$ cat src/rtl/coef_bank_ctrl.sv
// Coefficient bank controller for an NTAP-tap FIR filter.
// A new coefficient set is streamed into a shadow bank over a valid/ready
// handshake. It is then copied into the active bank in a single edge at the
// next sample boundary, so the filter never sees a half-updated bank.
module coef_bank_ctrl #(
  parameter int              NTAP  = 16,
  parameter int              CW    = 16,
  parameter logic [CW-1:0]   UNITY = 16'h7FFF
) (
  input  logic                       clk,
  input  logic                       rst_n,
  input  logic                       cfg_start,
  input  logic                       cfg_valid,
  output logic                       cfg_ready,
  input  logic [CW-1:0]              cfg_data,
  input  logic                       sample_en,
  output logic [NTAP-1:0][CW-1:0]    coef,
  output logic                       busy,
  output logic                       swap_done,
  output logic                       cfg_err
);

  localparam int              IW       = (NTAP > 1) ? $clog2(NTAP) : 1;
  localparam logic [IW-1:0]   LAST_IDX = IW'(NTAP - 1);

  typedef enum logic [1:0] {
    S_IDLE  = 2'd0,
    S_LOAD  = 2'd1,
    S_ARMED = 2'd2
  } state_t;

  state_t                  r_state;
  logic [IW-1:0]           r_idx;
  logic                    r_cfg_ready;
  logic                    r_busy;
  logic                    r_swap_done;
  logic                    r_cfg_err;
  logic [NTAP-1:0][CW-1:0] r_shadow;
  logic [NTAP-1:0][CW-1:0] r_coef;

  logic                    w_hs;
  logic                    w_wr_en;
  logic                    w_swap;

  // A restart in LOAD takes priority: the word offered in that cycle is discarded.
  assign w_hs    = cfg_valid & r_cfg_ready;
  assign w_wr_en = (r_state == S_LOAD) & w_hs & ~cfg_start;
  assign w_swap  = (r_state == S_ARMED) & sample_en;

  assign cfg_ready = r_cfg_ready;
  assign busy      = r_busy;
  assign swap_done = r_swap_done;
  assign cfg_err   = r_cfg_err;
  assign coef      = r_coef;

  // Control FSM with registered handshake/status outputs.
  always_ff @(posedge clk or negedge rst_n) begin
    if (!rst_n) begin
      r_state     <= S_IDLE;
      r_idx       <= '0;
      r_cfg_ready <= 1'b0;
      r_busy      <= 1'b0;
      r_swap_done <= 1'b0;
      r_cfg_err   <= 1'b0;
    end else begin
      // NOTE: sequential state uses non-blocking assignments so every register
      // samples the pre-edge values, independent of statement order.
      r_swap_done <= 1'b0;
      case (r_state)
        S_IDLE: begin
          if (cfg_start) begin
            r_state     <= S_LOAD;
            r_idx       <= '0;
            r_cfg_ready <= 1'b1;
            r_busy      <= 1'b1;
            r_cfg_err   <= 1'b0;
          end
          // A stray word is always an error, even alongside a start.
          if (cfg_valid) begin
            r_cfg_err <= 1'b1;
          end
        end
        S_LOAD: begin
          if (cfg_start) begin
            r_idx <= '0;
          end else if (w_hs) begin
            if (r_idx == LAST_IDX) begin
              r_state     <= S_ARMED;
              r_cfg_ready <= 1'b0;
            end else begin
              r_idx <= r_idx + IW'(1);
            end
          end
        end
        S_ARMED: begin
          if (cfg_start || cfg_valid) begin
            r_cfg_err <= 1'b1;
          end
          if (sample_en) begin
            r_state     <= S_IDLE;
            r_busy      <= 1'b0;
            r_swap_done <= 1'b1;
          end
        end
        default: begin
          r_state     <= S_IDLE;
          r_cfg_ready <= 1'b0;
          r_busy      <= 1'b0;
        end
      endcase
    end
  end

  // Shadow bank: written one word per accepted handshake.
  always_ff @(posedge clk or negedge rst_n) begin
    if (!rst_n) begin
      // NOTE: the banks are small register arrays, not RAM macros, and they
      // need defined contents from reset, so resetting them costs nothing in
      // memory inference and guarantees a known bank after power-up.
      r_shadow <= '0;
    end else if (w_wr_en) begin
      r_shadow[r_idx] <= cfg_data;
    end
  end

  // Active bank: all taps replaced together on the armed sample boundary.
  always_ff @(posedge clk or negedge rst_n) begin
    if (!rst_n) begin
      r_coef    <= '0;
      r_coef[0] <= UNITY;
    end else if (w_swap) begin
      r_coef <= r_shadow;
    end
  end

endmodule

$ cat config.mk
export PLATFORM = sky130hd
export DESIGN_NAME = coef_bank_ctrl
export DESIGN_NICKNAME = d
export VERILOG_FILES = /design/src/rtl/coef_bank_ctrl.sv
export SDC_FILE = /design/constraint.sdc
export NUM_CORES = 1
export LEC_CHECK = 0
export CAP_MARGIN = 20
export CORE_ASPECT_RATIO = 1.4
export CORE_UTILIZATION = 56
export DETAILED_ROUTE_END_ITERATION = 12
export PLACE_DENSITY_LB_ADDON = 0.3
export SLEW_MARGIN = 15
export SYNTH_ARGS = -nofsm -noshare
export SYNTH_HDL_FRONTEND = slang
export SYNTH_SLANG_ARGS = --single-unit
export TNS_END_PERCENT = 50
$ cat constraint.sdc
create_clock -name clk -period 5.8 [get_ports clk]
set_input_delay 0.87 -clock clk [delete_from_list [all_inputs] [get_ports clk]]
set_output_delay 0.87 -clock clk [all_outputs]
set_load 0.02 [all_outputs]
==> impl_metrics.csv, run 1 <==
group,metric,value,unit
sta,worst_slew_pin_slew,1240,ps
place,placed_cells,1856,
detailed_routing,drc,0,
die,dieArea,36000,um^2
sta,setup_tns,0,ps
worst_setup_path,worstPathCellList,"clkdlybuf4s50_1 > nor4bb_1 > nand4_2 > mux2_2",
synthesis,synthFlopType,"dfrtp_1",
detailed_routing,via_per_inst,5.55,
synthesis,netlist.area_leader.share,64.2,%
final_layout,nets,1475,
detailed_routing,drt-initial-drc-count,681,
worst_setup_path,criticalPathCategory,"primary input to flip-flop",
synthesis,synth_top_family_by_area,"multiplexers",
sta,hold_slack,402,ps
die,die_w,161,um
synthesis,yosysWarnings,0,
worst_setup_path,startpoint_type,"primary input",
worst_setup_path,slowest_stage,"nor4bb_1",
synthesis,synth_xor_area_share,0,%
synthesis,syn_area,19800,um^2
pwr,clock_power_share,42.6,%
final_layout,stdcell_count,1938,
synthesis,synth-seq-cells,522,
detailed_routing,drtAntennaViolNets,0,
place,hpwlAfterDp,28300,um
detailed_routing,wirelength,44500,um
place,portBuffers,280,
final_layout,finish.utilization,70.1,%
die,start_util,56.7,%
synthesis,yosysTopAreaCell,"dfrtp_1",
worst_setup_path,cp_max_fo,16,
worst_setup_path,worstPathArrival,3600,ps
final_layout,antennaDiodeCount,0,
detailed_routing,first_pass_iters,4,
sta,max_freq,315,MHz
die,io_pins,281,
detailed_routing,num_vias,10760,
clock_tree,numCtsBuffers,47,
synthesis,muxShareOfSynthArea,29.2,%
place,gp_congestion,0.837,
worst_hold_path,hold_class,"primary input to asynchronous set/reset pin",
synthesis,avgSynthCellArea,16.8,um^2
synthesis,syn-num-nets,1203,
clock_tree,cts_buffer_depth,3,
clock_tree,hold_buffers,0,
flow_run,max_cap_violations,0,
die,die_h,224,um
sta,fin_crit_sh,54.7,%
pwr,internal_power,5.57,mW
synthesis,yosysUniqueCellTypes,36,
final_layout,area_growth_syn_to_layout,23.7,%
pwr,ir_drop,236,uV
die,core_area,34900,um^2
sta,slew_viol_final,0,
synthesis,synth_compound_area_share,0.557,%
clock_tree,cts_resized,0,
synthesis,async_flop_share,100,%
synthesis,syn-instance-count,1178,
clock_tree,cts.sinks,522,
clock_tree,cts_max_level,2,
clock_tree,cts_root_buffer,"clkbuf_16",
pwr,total_power,7.07,mW
clock_tree,insertion_delay,550,ps
clock_tree,cts_tree,"built",
global_routing,grt_max_degree,171,
global_routing,grt_pass1_vias,11669,
final_layout,fin_area,24400,um^2
final_layout,drive_gt1_share,41.6,%
sta,max-slew-margin-rel,17.4,%
place,place_ws,2060,ps
pwr,netSwitchingPower,1.50,mW
synthesis,ys_seq_area_share,66.2,%
sta,finalWorstSetupSlack,2630,ps
synthesis,synth_edf_count,0,
synthesis,synthAdderAreaFrac,0.253,%
worst_setup_path,critPathRequiredTime,6230,ps
pwr,power.leakage,12.0,nW
place,placed_cell_area,23000,um^2
sta,hold_viol_final,0,
pwr,p_per_area,289,nW/um^2
synthesis,synth.most_common_cell,"mux2_2",
sta,rsz0062_at_grt,"false",
pwr,p_seq_share,53.7,%
clock_tree,post-cts-setup-buffers,0,
detailed_routing,wire_per_inst,22.9,um
synthesis,ys_top_cells_by_area,"dfrtp_1 64%, mux2_2 29%, dfstp_2 2.0%, clkbuf_1 0.68%, buf_2 0.66%",
synthesis,synth_common_cells,"510 x mux2_2, 507 x dfrtp_1, 36 x clkbuf_1",
status,run_status,"finished, final reports clean",
global_routing,grtUsageTotal,25.4,%
global_routing,grt_overflow,0,
global_routing,grt_antenna_before_repair,0,
worst_setup_path,critical_path.max_stage_delay,890,ps
pwr,sw_frac_of_total,21.2,%
sta,setup_viol,0,
worst_setup_path,end_kind,"flip-flop",
global_routing,grt_pass1_wl,69400,um
sta,period_minus_slack,3170,ps
die,rows,81,
synthesis,yosys.area_share.simple,1.92,%
clock_tree,cts.reportedPaths.clkPinSlew,60,ps
sta,fin_skew,10.6,ps
pwr,p_comb_share,3.7,%
==> layout by cell type (no fill, tap or decap), drive strengths merged <==
master and n:
o41ai 1, nand3 9, buf 14, nand2 7, a2bb2oi 1, and2 1
o311ai 3, inv 8, and3 2, nand4bb 1, clkdlybuf4s50 279, bufinv 2
o22a 1, nor2 4, nor4 5, mux2 512, a21o 1, clkbuf 75
a31oi 1, clkinvlp 2, nor4bb 1, dfrtp 507, nand4 6, o21ai 3
a31o 1, dfstp 15, a21oi 4, nor3 5, nor2b 3, clkinv 2
ha 4, nor3b 1, or3b 1
==> worst max-delay path, delay by kind of cell <==
| family | cells | cell delay (ps) |
|---|---|---|
| buffers and inverters | 1 | 630 |
| muxes | 1 | 500 |
| and+or+nand+nor | 2 | 1580 |
==> worst paths after layout <==
path | start | end | slack [ps] | depth (start not counted)
hold / removal | rst_n | coef[48]$_DFFE_PN0P_ | 400 | 1
setup / recovery | cfg_start | r_shadow[151]$_DFFE_PN0P_ | 2630 | 4
setup reg to reg | r_state[0]$_DFFE_PN0P_ | coef[182]$_DFFE_PN0P_ | 3030 | 4
hold reg to reg | r_shadow[108]$_DFFE_PN0P_ | r_shadow[108]$_DFFE_PN0P_ | 490 | 1
max in group asynchronous | rst_n | coef[147]$_DFFE_PN0P_ | 3940 | 2
min in group clk | r_shadow[108]$_DFFE_PN0P_ | r_shadow[108]$_DFFE_PN0P_ | 490 | 1
==> sequential cells by signal (all words and copies together) (netlist names) <==
register	count
coef	256
r_shadow	256
r_idx	4
r_state	2
busy	1
cfg_err	1
cfg_ready	1
swap_done	1
==> routing by layer <==
| metal | up-vias | global-route usage (%) | wire (um) |
|---|---|---|---|
| li1 | 4701 | - | - |
| met1 | 5671 | 31.8 | 17600 |
| met2 | 293 | 42.8 | 22400 |
| met3 | 95 | 6.18 | 2810 |
| met4 | 0 | 9.95 | 1640 |
| met5 | - | 0 | 0 |
==> power groups by stage <==
stage               Combinational (mW)  Sequential [mW]  Clock (mW)
floorplan                        0.123             3.84           0
global placement                 0.257             3.85           0
detailed placement               0.269             3.86           0
CTS                              0.271             3.79        3.07
global route                     0.293             3.81        3.21
finish                           0.263             3.80        3.01
==> area by class of cell <==
class,count,area (um^2)
Fill cell,2337,10400
Multi-Input combinational cell,578,6330
Clock inverter,6,85.1
Inverter,8,30.0
Sequential cell,522,13100
Tap cell,456,571
Clock buffer,75,1390
Timing Repair Buffer,293,2960
==> kinds of logic after synthesis <==
| family | after synthesis |
|---|---|
| and+or+nand+nor | 46 |
| adders and majority gates | 4 |
| DFF | 522 |
| muxes | 512 |
| buffers and inverters | 78 |
| AOI/OAI and AO/OA | 16 |
Note: power is estimated with default switching activity, not from simulation.
==> run 2: changes to the inputs <==
--- a/config.mk
+++ b/config.mk
@@ -7,7 +7,7 @@
 export LEC_CHECK = 0
 export CAP_MARGIN = 20
 export CORE_ASPECT_RATIO = 1.4
-export CORE_UTILIZATION = 56
+export CORE_UTILIZATION = 49
 export DETAILED_ROUTE_END_ITERATION = 12
 export PLACE_DENSITY_LB_ADDON = 0.3
 export SLEW_MARGIN = 15
==> constraint.sdc (replaced) <==
create_clock -name clk -period 2.6 [get_ports clk]
set_input_delay 0.39 -clock clk [delete_from_list [all_inputs] [get_ports clk]]
set_output_delay 0.39 -clock clk [all_outputs]
set_load 0.02 [all_outputs]
==> run 2 against run 1 <==
Compared with the run above:
- final cell count is 6.7% higher
- highest routed layer unchanged
- combinational power is 140% higher
- sequential power is 120% higher
- design area is 3.1% higher
==> impl_metrics.csv, run 2 (same netlist as run 1, synthesis figures left out) <==
group,metric,value,unit
final_layout,n_fill_cell,2929,
die,dieArea,41100,um^2
global_routing,grt_overflow,0,
die,die_w,172,um
sta,max_freq,434,MHz
pwr,power.leakage,12.4,nW
sta,worst_slew_pin_slew,779,ps
final_layout,final_cell_mix,"510 x mux2_2, 507 x dfrtp_1, 279 x clkdlybuf4s50_1, 49 x clkbuf_16, 45 x buf_4",
place,placed_cells,1977,
final_layout,nets,1525,
final_layout,drive_gt1_share,43.9,%
final_layout,stdcell_count,2067,
worst_setup_path,cp_max_fo,14,
place,gp_congestion,0.838,
detailed_routing,wire_per_inst,22.4,um
worst_setup_path,slowest_stage,"clkdlybuf4s50_1",
detailed_routing,first_pass_iters,4,
sta,slew_viol_final,0,
pwr,p_per_area,645,nW/um^2
detailed_routing,via_per_inst,5.31,
clock_tree,cts.sinks,522,
detailed_routing,drtAntennaViolNets,0,
sta,fin_crit_sh,88.6,%
worst_setup_path,crit_buf_inv,1,
place,hpwlAfterDp,30900,um
detailed_routing,num_vias,10966,
final_layout,antennaDiodeCount,0,
sta,setup_viol,0,
clock_tree,insertion_delay,580,ps
sta,max-slew-margin-rel,47.9,%
global_routing,grtUsageTotal,23.3,%
pwr,total_power,16.2,mW
place,portBuffers,280,
global_routing,grt_pass1_vias,11869,
clock_tree,cts.reportedPaths.clkPinSlew,70,ps
global_routing,grt_max_degree,104,
clock_tree,cts_root_buffer,"clkbuf_16",
flow_run,max_cap_violations,0,
die,start_util,49.9,%
sta,rsz0062_at_grt,"false",
global_routing,grt_antenna_before_repair,0,
worst_setup_path,end_kind,"primary output",
worst_setup_path,cpLargestDelayFamily,"buffers and inverters",
worst_hold_path,hold_class,"primary input to asynchronous set/reset pin",
die,rows,86,
final_layout,final_common_cell,"mux2_2",
worst_setup_path,worstPathCellList,"clkdlybuf4s50_1",
global_routing,grt_pass1_wl,71000,um
clock_tree,cts_buffer_depth,3,
detailed_routing,drt-initial-drc-count,397,
clock_tree,cts_tree,"built",
final_layout,area_growth_syn_to_layout,27.5,%
worst_setup_path,criticalPathCategory,"flip-flop to primary output",
worst_setup_path,worstPathArrival,1910,ps
sta,fin_skew,20.0,ps
die,die_h,240,um
worst_setup_path,critical_path.max_stage_delay,720,ps
sta,period_minus_slack,2300,ps
status,run_status,"finished, final reports clean",
pwr,ir_drop,475,uV
worst_setup_path,crit_cells,1,
sta,setup_tns,0,ps
sta,hold_viol_final,0,
worst_setup_path,reg2reg_depth,4,
die,core_area,39600,um^2
detailed_routing,drc,0,
die,io_pins,281,
clock_tree,cts_max_level,2,
worst_setup_path,startpoint_type,"flip-flop",
worst_setup_path,critPathRequiredTime,2210,ps
detailed_routing,wirelength,46400,um
clock_tree,numCtsBuffers,48,
[run 2: cell types whose count changed in the layout (fill, tap and decap cells not counted), moves of 2 or more]
| cell | before | now |
|---|---|---|
| buf_12 | 4 | 16 |
| buf_4 | 8 | 45 |
| clkbuf_1 | 19 | 16 |
| clkbuf_8 | 7 | 15 |
| clkinv_2 | 2 | 4 |
| inv_16 | 0 | 2 |
[run 2: cell type report]
| type | count | area [um^2] | share of cell area [%] |
|---|---|---|---|
| sequential | 522 | 13100 | 51.9 |
| timing repair buffer | 342 | 3480 | 13.8 |
| multi-input combinational | 578 | 6330 | 25.1 |
| tap | 528 | 661 | 2.62 |
| clock buffer | 80 | 1490 | 5.92 |
| inverter | 8 | 30.0 | 0.119 |
| clock inverter | 9 | 128 | 0.507 |
[run 2: worst paths after layout]
kind	to	slack [ps]	from
worst min register to register	coef[39]$_DFFE_PN0P_	500	r_shadow[39]$_DFFE_PN0P_
worst max register to register	r_shadow[98]$_DFFE_PN0P_	400	r_state[1]$_DFFE_PN0P_
worst min-delay path	coef[233]$_DFFE_PN0P_	260	rst_n
min in group clk	coef[39]$_DFFE_PN0P_	500	r_shadow[39]$_DFFE_PN0P_
max in group asynchronous	r_shadow[152]$_DFFE_PN0P_	1280	rst_n
worst max-delay path	cfg_ready	300	cfg_ready$_DFFE_PN0P_
[run 2: stage by stage]
stage	hold WS (ps)	instance area, um^2	util [%]	setup WS [ps]
floorplan	94.4	19800	-	589
global placement	278	23600	59.5	171
detailed placement	273	23600	59.5	155
CTS	258	25200	63.6	266
global route	279	25200	63.6	212
finish	260	25200	63.6	295
[run 2: report_power, final]
group | switching [mW] | leakage, nW | internal (mW)
Combinational | 0.369 | 4.43 | 0.262
Clock | 3.01 | 0.794 | 4.13
Sequential | 0.120 | 7.17 | 8.35
Total | 3.50 | 12.4 | 12.7
[run 2: repair_timing]
action | in CTS | in global routing
gates resized for setup | 0 | 0
buffers inserted | 0 | 0
hold buffers | 1 | 0
hold endpoints to repair | 29 | 0
[run 2: routing by layer]
metal | vias up | routed length (um) | track usage (%) | part of all wire (%)
li1 | 4802 | - | - | -
met1 | 5808 | 18400 | 28.3 | 40
met2 | 273 | 23700 | 40.0 | 51
met3 | 83 | 2750 | 5.67 | 5.9
met4 | 0 | 1480 | 8.58 | 3.2
met5 | - | 0 | 0 | 0
==> run 3: changes to the inputs <==
--- a/config.mk
+++ b/config.mk
@@ -5,6 +5,7 @@
 export SDC_FILE = /design/constraint.sdc
 export NUM_CORES = 1
 export LEC_CHECK = 0
+export ABC_AREA = 1
 export CAP_MARGIN = 20
 export CORE_ASPECT_RATIO = 1.4
 export CORE_UTILIZATION = 49
==> run 3 against run 2 <==
Compared with the run above:
- power grew 3.8%
- hold slack gained 160 ps
- critical path type unchanged
- critical path depth is the same
- register-to-register slack gained 210 ps
- clock-buffer cell count shrank 5
- first-iteration DRC count grew to 3.2 times the previous value
- utilization shrank 1.4 points
- design area grew 1.6%
- clock power grew 3%
- final cell count grew 52%
==> impl_metrics.csv, run 3 <==
group,metric,value,unit
sta,period_minus_slack,2090,ps
pwr,total_power,16.9,mW
sta,rsz0062_at_grt,"false",
synthesis,synth_common_cells,"1,328 x nand2_1, 507 x dfrtp_1, 247 x nand3_1",
synthesis,avgSynthCellArea,8.84,um^2
worst_setup_path,critPathRequiredTime,2210,ps
clock_tree,cts_root_buffer,"clkbuf_16",
die,start_util,49.7,%
worst_setup_path,end_kind,"primary output",
worst_setup_path,reg2reg_depth,7,
global_routing,grtUsageTotal,26.1,%
synthesis,synthFlopType,"dfrtp_1",
worst_setup_path,regToRegEndpoint,"r_shadow[6]$_DFFE_PN0P_",
worst_hold_path,hold_class,"primary input to asynchronous set/reset pin",
detailed_routing,first_pass_iters,5,
sta,max_freq,479,MHz
die,dieArea,42600,um^2
clock_tree,cts_tree,"built",
worst_setup_path,cpLargestDelayFamily,"buffers and inverters",
worst_setup_path,slowest_stage,"clkdlybuf4s50_1",
worst_setup_path,critical_path.max_stage_delay,610,ps
place,hpwlAfterDp,34400,um
detailed_routing,wirelength,55100,um
worst_setup_path,crit_buf_inv,1,
sta,setup_tns,0,ps
synthesis,ys_top_cells_by_area,"dfrtp_1 62%, nand2_1 24%, nand3_1 6.0%, dfstp_2 1.9%, buf_2 1.7%",
worst_setup_path,worstPathCellList,"clkdlybuf4s50_1",
clock_tree,hold_buffers,1,
synthesis,yosysWarnings,0,
place,gp_congestion,0.840,
global_routing,grt_pass1_vias,16307,
synthesis,yosysUniqueCellTypes,23,
clock_tree,cts.reportedPaths.clkPinSlew,60,ps
flow_run,max_cap_violations,0,
synthesis,synth-seq-cells,522,
worst_setup_path,rrSetupSlack,610,ps
pwr,ir_drop,446,uV
final_layout,multi_input_area,6630,um^2
detailed_routing,drc,0,
detailed_routing,num_vias,16251,
worst_setup_path,crit_cells,1,
synthesis,synth_edf_count,0,
clock_tree,post-cts-setup-buffers,0,
sta,hold_viol_final,0,
worst_setup_path,criticalPathCategory,"flip-flop to primary output",
die,io_pins,281,
global_routing,grt_overflow,0,
synthesis,synth.most_common_cell,"nand2_1",
clock_tree,insertion_delay,560,ps
worst_setup_path,cp_max_fo,2,
sta,setup_viol,0,
detailed_routing,drt-initial-drc-count,1287,
status,run_status,"finished, final reports clean",
pwr,power.leakage,14.0,nW
clock_tree,cts_buffer_depth,3,
synthesis,ys_seq_area_share,63.9,%
final_layout,final_common_cell,"nand2_1",
final_layout,drive_gt1_share,7.46,%
die,rows,88,
sta,slew_viol_final,0,
clock_tree,cts_max_level,2,
detailed_routing,wire_per_inst,17.6,um
sta,fin_skew,21.8,ps
final_layout,antennaDiodeCount,0,
die,die_w,175,um
die,core_area,41200,um^2
final_layout,final_cell_mix,"1,327 x nand2_1, 507 x dfrtp_1, 279 x clkdlybuf4s50_1, 247 x nand3_1, 50 x buf_4",
worst_setup_path,worstPathArrival,1700,ps
global_routing,grt_max_degree,200,
synthesis,syn-instance-count,2315,
final_layout,final-seq-area,13100,um^2
worst_setup_path,startpoint_type,"flip-flop",
detailed_routing,via_per_inst,5.17,
clock_tree,numCtsBuffers,48,
sta,fin_crit_sh,80.2,%
die,die_h,244,um
clock_tree,cts.sinks,522,
global_routing,grt_antenna_before_repair,0,
synthesis,async_flop_share,100,%
synthesis,netlist.area_leader.share,62.0,%
worst_setup_path,r2r_start,"r_idx[0]$_DFFE_PN0P_",
clock_tree,cts_resized,0,
synthesis,yosysTopAreaCell,"dfrtp_1",
synthesis,syn-num-nets,2340,
final_layout,area_growth_syn_to_layout,25.2,%
final_layout,nets,2589,
sta,max-slew-margin-rel,26.2,%
place,portBuffers,280,
global_routing,grt_pass1_wl,87900,um
sta,worst_slew_pin_slew,1110,ps
detailed_routing,drtAntennaViolNets,0,
final_layout,n_fill_cell,3426,
pwr,p_per_area,658,nW/um^2
synthesis,syn_area,20500,um^2
==> run 3: cell count changes in the layout (fill, tap and decap cells not counted), sizes merged, moves of 4 or more <==
cell    before   now
nand4        6     0
buf         62    67
inv         10    17
nor4         5     0
nand2        7  1345
nand3        9   247
mux2       512     0
nor2         4    22
o21ai        3     7
clkbuf      80    75
==> run 3: worst max-delay path by stage <==
stage,end,start
after floorplan,r_shadow[37]$_DFFE_PN0P_,r_idx[0]$_DFFE_PN0P_
after global placement,r_shadow[202]$_DFFE_PN0P_,cfg_start
after detailed placement,r_shadow[164]$_DFFE_PN0P_,cfg_start
after CTS,coef[1],coef[1]$_DFFE_PN1P_
after global routing,coef[1],coef[1]$_DFFE_PN1P_
final,coef[11],coef[11]$_DFFE_PN1P_
==> run 3: cells by family (layout without fill, tap and decap cells) <==
logic type | after synthesis | in the layout | share of synthesized area, %
AO/OA/AOI/OAI | 8 | 8 | 0.196
adder cells (fa/ha/maj) | 4 | 4 | 0.245
flip-flops | 522 | 522 | 63.9
AND/OR/NAND/NOR | 1616 | 1616 | 31.9
buffers and inverters | 165 | 451 | 3.71
==> run 3: layer usage <==
| layer | routed length [um] | share of wire, % | global-route usage (%) |
|---|---|---|---|
| met3 | 3160 | 5.7 | 3.92 |
| met1 | 22800 | 41 | 34.1 |
| met4 | 2520 | 4.6 | 12.6 |
| met2 | 26700 | 48 | 42.8 |
| met5 | 0 | 0 | 0 |
==> run 3: power by group <==
group | total, mW | switching (mW) | internal, mW
Sequential | 8.64 | 0.197 | 8.44
Clock | 7.33 | 3.00 | 4.33
Combinational | 0.887 | 0.639 | 0.248
==> run 3: area by class of cell <==
type / instances / share of cell area (%)
clock buffer: 75 / 5.68
clock inverter: 12 / 0.733
inverter: 17 / 0.278
multi-input combinational: 1628 / 25.9
sequential: 522 / 51.1
tap: 540 / 2.64
timing repair buffer: 347 / 13.7
==> run 3: stage by stage <==
stage / worst slack (ps) / utilization (%) / std cells / instance area (um^2) / hold WS, ps
after detailed placement: 392 / 58.2 / 3053 / 24000 / 413
after global routing: 467 / 62.2 / 3141 / 25600 / 443
final: 514 / 62.2 / 3141 / 25600 / 417
after global placement: 452 / 58.2 / 3053 / 24000 / 415
after floorplan: 1040 / - / 2315 / 20500 / 94.4
after CTS: 486 / 62.2 / 3141 / 25600 / 435
